### src/rtl/memwb.sv
// memwb: memory/writeback stage accepting committed ops from execute, driving a req/ack bus and the register-file write port
module memwb #(
  parameter int RW = 16,
  parameter int REGNO = 8
) (
  input  logic             i_clk,
  input  logic             i_rst,
  output logic             o_ready,
  input  logic             i_submit,
  input  logic [RW-1:0]    i_data,
  input  logic [RW-1:0]    i_addr,
  input  logic [REGNO-1:0] i_reg_ie,
  input  logic             i_mem_access,
  input  logic             i_mem_we,
  output logic [REGNO-1:0] o_reg_ie,
  output logic [RW-1:0]    o_reg_data,
  output logic             o_mem_req,
  output logic             o_mem_we,
  output logic [RW-1:0]    o_mem_addr,
  output logic [RW-1:0]    o_mem_data,
  input  logic             i_mem_ack,
  input  logic [RW-1:0]    i_mem_data
);
  typedef enum logic [1:0] {IDLE, WB, MEM} state_t;
  state_t state_q, state_d;
  logic [RW-1:0] data_q, data_d, addr_q, addr_d;
  logic [REGNO-1:0] reg_ie_q, reg_ie_d;
  logic we_q, we_d, accept;
  assign o_ready = state_q != MEM;
  assign accept = i_submit & o_ready;
  always_comb begin
    state_d = state_q;
    data_d = data_q;
    addr_d = addr_q;
    reg_ie_d = reg_ie_q;
    we_d = we_q;
    if (accept) begin
      state_d = i_mem_access ? MEM : WB;
      data_d = i_data;
      addr_d = i_addr;
      // stores never write the register file
      reg_ie_d = (i_mem_access & i_mem_we) ? '0 : i_reg_ie;
      we_d = i_mem_access & i_mem_we;
    end else if (state_q == WB) begin
      state_d = IDLE;
    end else if (state_q == MEM && i_mem_ack) begin
      state_d = WB;
      data_d = we_q ? data_q : i_mem_data;
    end
  end
  always_ff @(posedge i_clk) begin
    state_q <= i_rst ? IDLE : state_d;
    we_q <= i_rst ? 1'b0 : we_d;
    reg_ie_q <= i_rst ? '0 : reg_ie_d;
    data_q <= data_d;
    addr_q <= addr_d;
  end
  assign o_reg_ie = (state_q == WB) ? reg_ie_q : '0;
  assign o_reg_data = data_q;
  assign o_mem_req = state_q == MEM;
  assign o_mem_we = (state_q == MEM) & we_q;
  assign o_mem_addr = addr_q;
  assign o_mem_data = data_q;
endmodule

### config.mk
export PLATFORM = sky130hd
export DESIGN_NAME = memwb
export DESIGN_NICKNAME = d
export VERILOG_FILES = /design/src/rtl/memwb.sv
export SDC_FILE = /design/constraint.sdc
export NUM_CORES = 1
export LEC_CHECK = 0
export ABC_AREA = 1
export CAP_MARGIN = 20
export CORE_MARGIN = 5
export CORE_UTILIZATION = 39
export CTS_BUF_LIST = sky130_fd_sc_hd__clkbuf_8 sky130_fd_sc_hd__clkbuf_16
export DETAILED_ROUTE_END_ITERATION = 7
export GPL_ROUTABILITY_DRIVEN = 0
export PLACE_DENSITY = 0.95
export SYNTH_ARGS = -nofsm -noshare
export SYNTH_HDL_FRONTEND = slang
export SYNTH_SLANG_ARGS = --single-unit
### constraint.sdc
create_clock -name i_clk -period 6.3 [get_ports i_clk]
set_clock_uncertainty 0.1 [all_clocks]
set_input_delay 0.945 -clock i_clk [delete_from_list [all_inputs] [get_ports i_clk]]
set_output_delay 0.945 -clock i_clk [all_outputs]
set_load 0.01 [all_outputs]
## Word level (Yosys, flattened, before mapping)

Index checks and enable logic that the tools add are counted.
W data, S select, Z words.

| word-level totals | value |
|---|---|
| register bits | 43 |
| bits of input ports | 62 |
| output and inout port bits | 59 |
| word-level logic and storage cells | 27 |

| cells by class | value |
|---|---|
| equal/unequal tests | 5 |
| mux-type cells | 10 |
| bitwise logic cells | 3 |
| reductions and logical operators | 4 |

Operators by type and width:

| kind | number |
|---|---|
| $mux W16 | 4 |
| $mux W8 | 2 |
| $mux W2 | 4 |
| $ne A2 B2 Y1 const B | 2 |
| $and A1 B1 Y1 | 3 |
| $reduce_and A3 Y1 | 1 |
| $reduce_bool A3 Y1 | 1 |
| $eq A2 B1 Y1 const B | 1 |
| $eq A2 B2 Y1 const B | 1 |
| $ne A2 B1 Y1 const B | 1 |
| $reduce_bool A2 Y1 | 1 |
| $logic_and A1 B1 Y1 | 1 |

## Logic depth before layout (Yosys ltp)

Gate-level depths: netlist of the first run.

| logic depth | value |
|---|---|
| word-level depth | 5 |
| mapped depth | 8 |
| mapped depth without buffers | 7 |

## Least setup slack after synthesis of the first run

OpenSTA, ideal clock, no wires.

| path | value |
|---|---|
| path kind | input to register |
| start point | in i_mem_ack |
| end point | reg data_q[0] (netlist: o_mem_data[0]), enable pin |
| arrival time | 2240 ps |
| required time | 5789 ps |
| path slack | 3548 ps |
| cell stages on the path | 2 |
| buffers on the path | 0 |
| cell sequence | nand3_1 > o21ai_0 |

| on the way | value |
|---|---|
| cells in the longest elaborated chain, start to end | 3 |

RTL lines:

| what | line | source |
|---|---|---|
| from (decl) | 21 | `input logic i_mem_ack,` |
| $logic_and A1 B1 Y1 | 46 | `end else if (state_q == MEM && i_mem_ack) begin` |
| $reduce_bool A2 Y1 (no line) | - |  |
| $reduce_and A3 Y1 (no line) | - |  |
| to (signal assigned) | 55 | `data_q <= data_d;` |
| to (decl) | 26 | `logic [RW-1:0] data_q, data_d, addr_q, addr_d;` |

Every way passes these cells.
A chain may end at the register's enable or synchronous reset.

## Worst setup path in the final report of the first run

| path | value |
|---|---|
| start point | reg state_q[0] |
| end point | out o_reg_ie[7] |

| on the way | value |
|---|---|
| cells in the longest elaborated chain, start to end | 2 |

RTL lines:

| what | line | source |
|---|---|---|
| from (decl) | 25 | `state_t state_q, state_d;` |
| from (signal assigned) | 52 | `state_q <= i_rst ? IDLE : state_d;` |
| $eq A2 B1 Y1 | 58 | `assign o_reg_ie = (state_q == WB) ? reg_ie_q : '0;` |
| $mux W8 | 58 |  |
| to (decl) | 15 | `output logic [REGNO-1:0] o_reg_ie,` |

Every way passes these cells.

==> results of run 1 <==
-- how the worst min path moves through the flow --
stage                      startpoint           endpoint  slack (ns)
finish              we_q$_SDFFE_PP0P_  we_q$_SDFFE_PP0P_        0.40
global route        we_q$_SDFFE_PP0P_  we_q$_SDFFE_PP0P_        0.42
CTS                 we_q$_SDFFE_PP0P_  we_q$_SDFFE_PP0P_        0.40
floorplan           we_q$_SDFFE_PP0P_  we_q$_SDFFE_PP0P_        0.35
detailed placement  we_q$_SDFFE_PP0P_  we_q$_SDFFE_PP0P_        0.39
global placement    we_q$_SDFFE_PP0P_  we_q$_SDFFE_PP0P_        0.37
-- flip-flops by register name (all words and copies together) (netlist names) --
signal / count
o_mem_data: 16
we_q: 1
o_mem_addr: 16
state_q: 2
reg_ie_q: 8
-- stage by stage --
| step | cells | setup WS [ns] |
|---|---|---|
| final | 354 | 3.50 |
| after global placement | 346 | 3.77 |
| after detailed placement | 346 | 3.74 |
| after floorplan | 193 | 3.55 |
| after CTS | 354 | 3.47 |
| after global routing | 354 | 3.36 |
-- critical path, delay by kind of cell, from the launching register on --
kind	cells	cell delay (ns)
buf+inv	2	0.64
flops	1	0.34
simple gates	2	0.49
-- power breakdown --
part	internal [W]	switching, W	total (W)
Sequential	0.000333	0.00000948	0.000343
Combinational	0.0000963	0.0000704	0.000167
Clock	0.000157	0.0000912	0.000248
-- metal layers --
layer	track usage, %	share of wire, %	routed length (um)
met1	16.0	35	1740
met2	31.4	56	2780
met3	3.74	7.1	356
met4	7.90	2.4	119
met5	0	0	0
-- cell families after synthesis --
family,Yosys count,synth area share (%)
buf+inv,37,11.8
flops,43,63.0
simple gates,110,24.4
compound gates,3,0.801
-- final cells by class --
| type | count | area share (%) |
|---|---|---|
| Timing Repair Buffer | 121 | 38.7 |
| Tap cell | 54 | 2.16 |
| Clock inverter | 3 | 2.04 |
| Multi-Input combinational cell | 113 | 15.1 |
| Sequential cell | 43 | 37.8 |
| Inverter | 15 | 1.96 |
| Clock buffer | 5 | 2.20 |
-- cell usage after synthesis --
| cell | number |
|---|---|
| nand2_1 | 81 |
| edfxtp_1 | 32 |
| nor2_1 | 18 |
| buf_4 | 16 |
| inv_1 | 14 |
| dfxtp_1 | 11 |
| nand2_2 | 3 |
| nand3_1 | 3 |
| buf_2 | 2 |
| buf_6 | 2 |
| clkbuf_1 | 2 |
| o21ai_0 | 2 |
| a21oi_1 | 1 |
| inv_6 | 1 |
| nand2_4 | 1 |
| nand2_8 | 1 |
| nand3b_1 | 1 |
| nand4_1 | 1 |
| or2_2 | 1 |
==> key figures, run 1 <==
Outcome
  • Status: completed

Worst setup path
  • Crit-path slowest cell: clkdlybuf4s50_1
  • CP Cell Sequence: inv_1 > or2_2 > nor2_1 > clkdlybuf4s50_1
  • Startpoint Class: register
  • Element type at the critical path end: primary output
  • CP Data Arrival Time: 1.75 ns
  • Worst reg-to-reg setup slack: 4.83 ns
  • Reg2reg path depth: 5
  • Critical Path End: o_reg_ie[7]
  • FF-to-FF End: o_mem_data[12]$_DFFE_PP_
  • Crit. Startpoint: state_q[0]$_SDFFE_PP0P_
  • CP required: 5.25 ns
  • Worst path max stage delay: 0.55 ns
  • WS Path Type: register to primary output
  • Crit Path Max Fanout: 8
  • RR Startpoint: state_q[0]$_SDFFE_PP0P_

STA
  • Fin crit period: 2.80 ns
  • Final Max Slew Viols: 0
  • Hold_ws: 0.399 ns
  • Worst Tran Pin Value: 0.367 ns
  • Setup TNS: 0 ns
  • Final setup viols: 0
  • RSZ-0062 raised after global routing: no
  • Final Hold Fails: 0
  • Max Fclk: 0.358 GHz
  • Worst rel slew slack: 75.5%
  • Period utilization: 44.4%

Global route
  • Initial antenna violation count: 0
  • Number of global-route vias before repair: 1674
  • First-pass GRT wire length: 7840 um
  • Grt ovf: 0
  • GRT Overall Usage: 16.2%
  • Largest net degree at the start of global routing: 41

Worst hold path
  • Hold Path Depth: 2
  • Hold WC Path Type: register to register

Logic synthesis
  • Synth cell types: 19
  • Largest area contributor in the netlist: edfxtp_1
  • Synthesized area: 1870 um2
  • Mapped Cells: 193
  • Syn Area/Cell: 9.71 um2
  • Syn Nets: 255
  • Top cell type's share of synthesized area: 51.3%
  • Synth top area cells: edfxtp_1 51%, nand2_1 16%, dfxtp_1 12%
  • Sequential fraction of the synthesis area: 63.0%
  • #FFs+latches synth: 43
  • Yosys warning count: 0

Pwr
  • Peak supply drop: 122 uV
  • Power Density: 243 nW/um2
  • Power Total: 0.000758 W
  • Lkg Pwr: 1.30 nW

Floorplan
  • Die height: 79.3 um
  • Width of the chip: 79.3 um
  • Core box area: 4690 um2
  • Initial Util: 39.9%
  • Full die area: 6290 um2
  • Num rows: 25
  • I/O pins: 121

Route
  • Routed WL per cell: 14.1 um
  • 1st-pass router iterations: 7
  • Routed Antenna Nets: 0
  • Starting DRC count in detailed routing: 59
  • WL final: 5000 um
  • DR vias: 1624
  • DRC: 0
  • Drt via density: 4.59

Finish
  • Share of layout cells above drive strength 1: 5.00%
  • Area Growth Syn to Fin: 66.6%
  • Most common cell after layout, fill and taps aside: clkdlybuf4s50_1
  • Nets: 361
  • Most frequent cells in the layout: 120 x clkdlybuf4s50_1, 81 x nand2_1, 32 x edfxtp_1
  • Final instance area: 3120 um2
  • FILL cells: 381
  • Final core occ: 66.6%
  • Multi-input gate area: 472 um2
  • Register area: 1180 um2
  • N_diodes: 0

CTS
  • CTS buffer count: 5
  • CTS tree: done
  • Post-cts sizing count: 0
  • Number of post-CTS setup repair buffers: 0
  • Clk sinks: 43
  • Clk buf depth: 2
  • Skew-Pair Late Insertion Delay: 0.29 ns
  • Hold_buf cts: 0
  • Clk slew on worst S/H paths: 0.07 ns
  • Clock root buffer: clkbuf_8
  • H-tree Lvls: 2

Placement
  • I/O Buffers: 120
  • Final HPWL DP: 3950 um
  • Area after DPL: 2990 um2

Job
  • Maxcap violations: 0
Power figures use the tool's default switching activity.
==> inputs of run 2 (changes only) <==
- CORE_UTILIZATION: 39 -> 36
- PLACE_DENSITY: 0.95 -> 0.89
- clock period: 6.3 -> 2.7 ns (I/O delays scaled with it)
==> run 2 against run 1 <==
  * Die area rose by 7.3%
  * Total power rose by 110%
  * Utilization fell by 5.7 points
  * Global-route usage fell by 1.6 points
  * Largest power group unchanged
==> key figures, run 2 (synthesis gave the netlist of run 1 again) <==
Outcome
  • Status: completed

Finish
  • Final instance area: 3090 um2
  • FILL cells: 437
  • Share of layout cells above drive strength 1: 4.33%
  • Final core occ: 60.9%
  • Area Growth Syn to Fin: 64.9%
  • Nets: 361
  • N_diodes: 0
  • Final instance count without filler cells: 370
  • Most common cell after layout, fill and taps aside: clkdlybuf4s50_1
  • Most frequent cells in the layout: 120 x clkdlybuf4s50_1, 81 x nand2_1, 32 x edfxtp_1

STA
  • Worst rel slew slack: 75.3%
  • Max Fclk: 0.441 GHz
  • Setup TNS: 0 ns
  • Final Hold Fails: 0
  • Worst Tran Pin Value: 0.370 ns
  • Fin crit period: 2.27 ns
  • Final Max Slew Viols: 0
  • Final setup viols: 0
  • Period utilization: 84.0%
  • RSZ-0062 raised after global routing: no

Route
  • DR vias: 1625
  • WL final: 5030 um
  • Routed Antenna Nets: 0
  • Drt via density: 4.39
  • Starting DRC count in detailed routing: 77
  • Routed WL per cell: 13.6 um
  • 1st-pass router iterations: 4
  • DRC: 0

Floorplan
  • Initial Util: 36.9%
  • Full die area: 6750 um2
  • Width of the chip: 82.2 um
  • Core box area: 5070 um2
  • Num rows: 26
  • I/O pins: 121
  • Die height: 82.2 um

CTS
  • CTS tree: done
  • Clk sinks: 43
  • Post-cts sizing count: 0
  • Hold_buf cts: 0
  • CTS buffer count: 5
  • Number of post-CTS setup repair buffers: 0
  • Clk slew on worst S/H paths: 0.07 ns
  • Clock root buffer: clkbuf_8
  • Skew-Pair Late Insertion Delay: 0.28 ns
  • Clk buf depth: 2
  • H-tree Lvls: 2

Worst setup path
  • WP depth: 4
  • CP Cell Sequence: inv_1 > or2_2 > nor2_1 > clkdlybuf4s50_1
  • Worst Path Buf+Inv: 2
  • Element type at the critical path end: primary output
  • CP Data Arrival Time: 1.76 ns
  • WS Path Type: register to primary output
  • Crit-path slowest cell: clkdlybuf4s50_1
  • Critical Path End: o_reg_ie[6]
  • FF-to-FF End: o_mem_data[2]$_DFFE_PP_
  • Worst path max stage delay: 0.55 ns
  • RR Startpoint: state_q[0]$_SDFFE_PP0P_
  • Reg2reg path depth: 5
  • Crit Path Max Fanout: 8
  • CP required: 2.19 ns
  • Startpoint Class: register
  • Crit. Startpoint: state_q[0]$_SDFFE_PP0P_
  • Worst reg-to-reg setup slack: 1.20 ns
  • Crit-path leading delay family: buffers and inverters

Placement
  • Final HPWL DP: 4010 um
  • Area after DPL: 3010 um2
  • Dpl cells: 362
  • I/O Buffers: 120

Global route
  • Grt ovf: 0
  • First-pass GRT wire length: 7400 um
  • GRT Overall Usage: 14.6%
  • Number of global-route vias before repair: 1672
  • Initial antenna violation count: 0
  • Largest net degree at the start of global routing: 41

Job
  • Maxcap violations: 0

Pwr
  • Lkg Pwr: 1.27 nW
  • Power Density: 507 nW/um2
  • Peak supply drop: 240 uV
  • Power Total: 0.00157 W

Worst hold path
  • Hold Path Depth: 2
  • Hold WC Path Type: register to register
  • Hold path startpoint: we_q$_SDFFE_PP0P_
run 2: cell count changes in the layout (fill, tap and decap cells not counted):
cell	delta
bufinv_16	-2
clkinv_1	+2
run 2: power by group:
part / internal, W / switching [W] / total [W]
sequential: 0.000778 / 0.0000236 / 0.000802
combinational: 0.000225 / 0.000166 / 0.000390
clock: 0.000173 / 0.000203 / 0.000375
total: 0.00118 / 0.000392 / 0.00157
run 2: per-stage QoR:
| step | setup slack, ns | hold WS (ns) |
|---|---|---|
| after floorplan | 0.470 | 0.353 |
| after detailed placement | 0.587 | 0.393 |
| after CTS | 0.408 | 0.404 |
| after global routing | 0.313 | 0.447 |
| after global placement | 0.714 | 0.376 |
| final | 0.433 | 0.403 |
run 2: how the worst min path moves through the flow:
stage	end	slack, ns
CTS	we_q$_SDFFE_PP0P_	0.40
global route	we_q$_SDFFE_PP0P_	0.45
detailed placement	we_q$_SDFFE_PP0P_	0.39
global placement	we_q$_SDFFE_PP0P_	0.38
floorplan	we_q$_SDFFE_PP0P_	0.35
finish	we_q$_SDFFE_PP0P_	0.40
run 2: worst min-delay path, delay by kind of cell (launching register included):
kind	cells	cell delay, ns
flops	1	0.33
simple gates	1	0.07
compound gates	1	0.06
run 2: area by class of cell:
type / instances / area (um2) / area share [%]
Timing Repair Buffer: 121 / 1210 / 39.1
Sequential cell: 43 / 1180 / 38.2
Multi-Input combinational cell: 113 / 472 / 15.3
Tap cell: 70 / 87.6 / 2.83
Clock buffer: 5 / 68.8 / 2.23
Inverter: 15 / 61.3 / 1.98
Clock inverter: 3 / 11.3 / 0.364
run 2: routing by layer:
metal | vias up | track usage (%) | share of wire [%]
met5 | - | 0 | 0
met4 | 0 | 6.48 | 2.1
met3 | 11 | 4.66 | 8.5
met2 | 76 | 28.1 | 56
met1 | 742 | 14.0 | 34
li1 | 796 | - | -
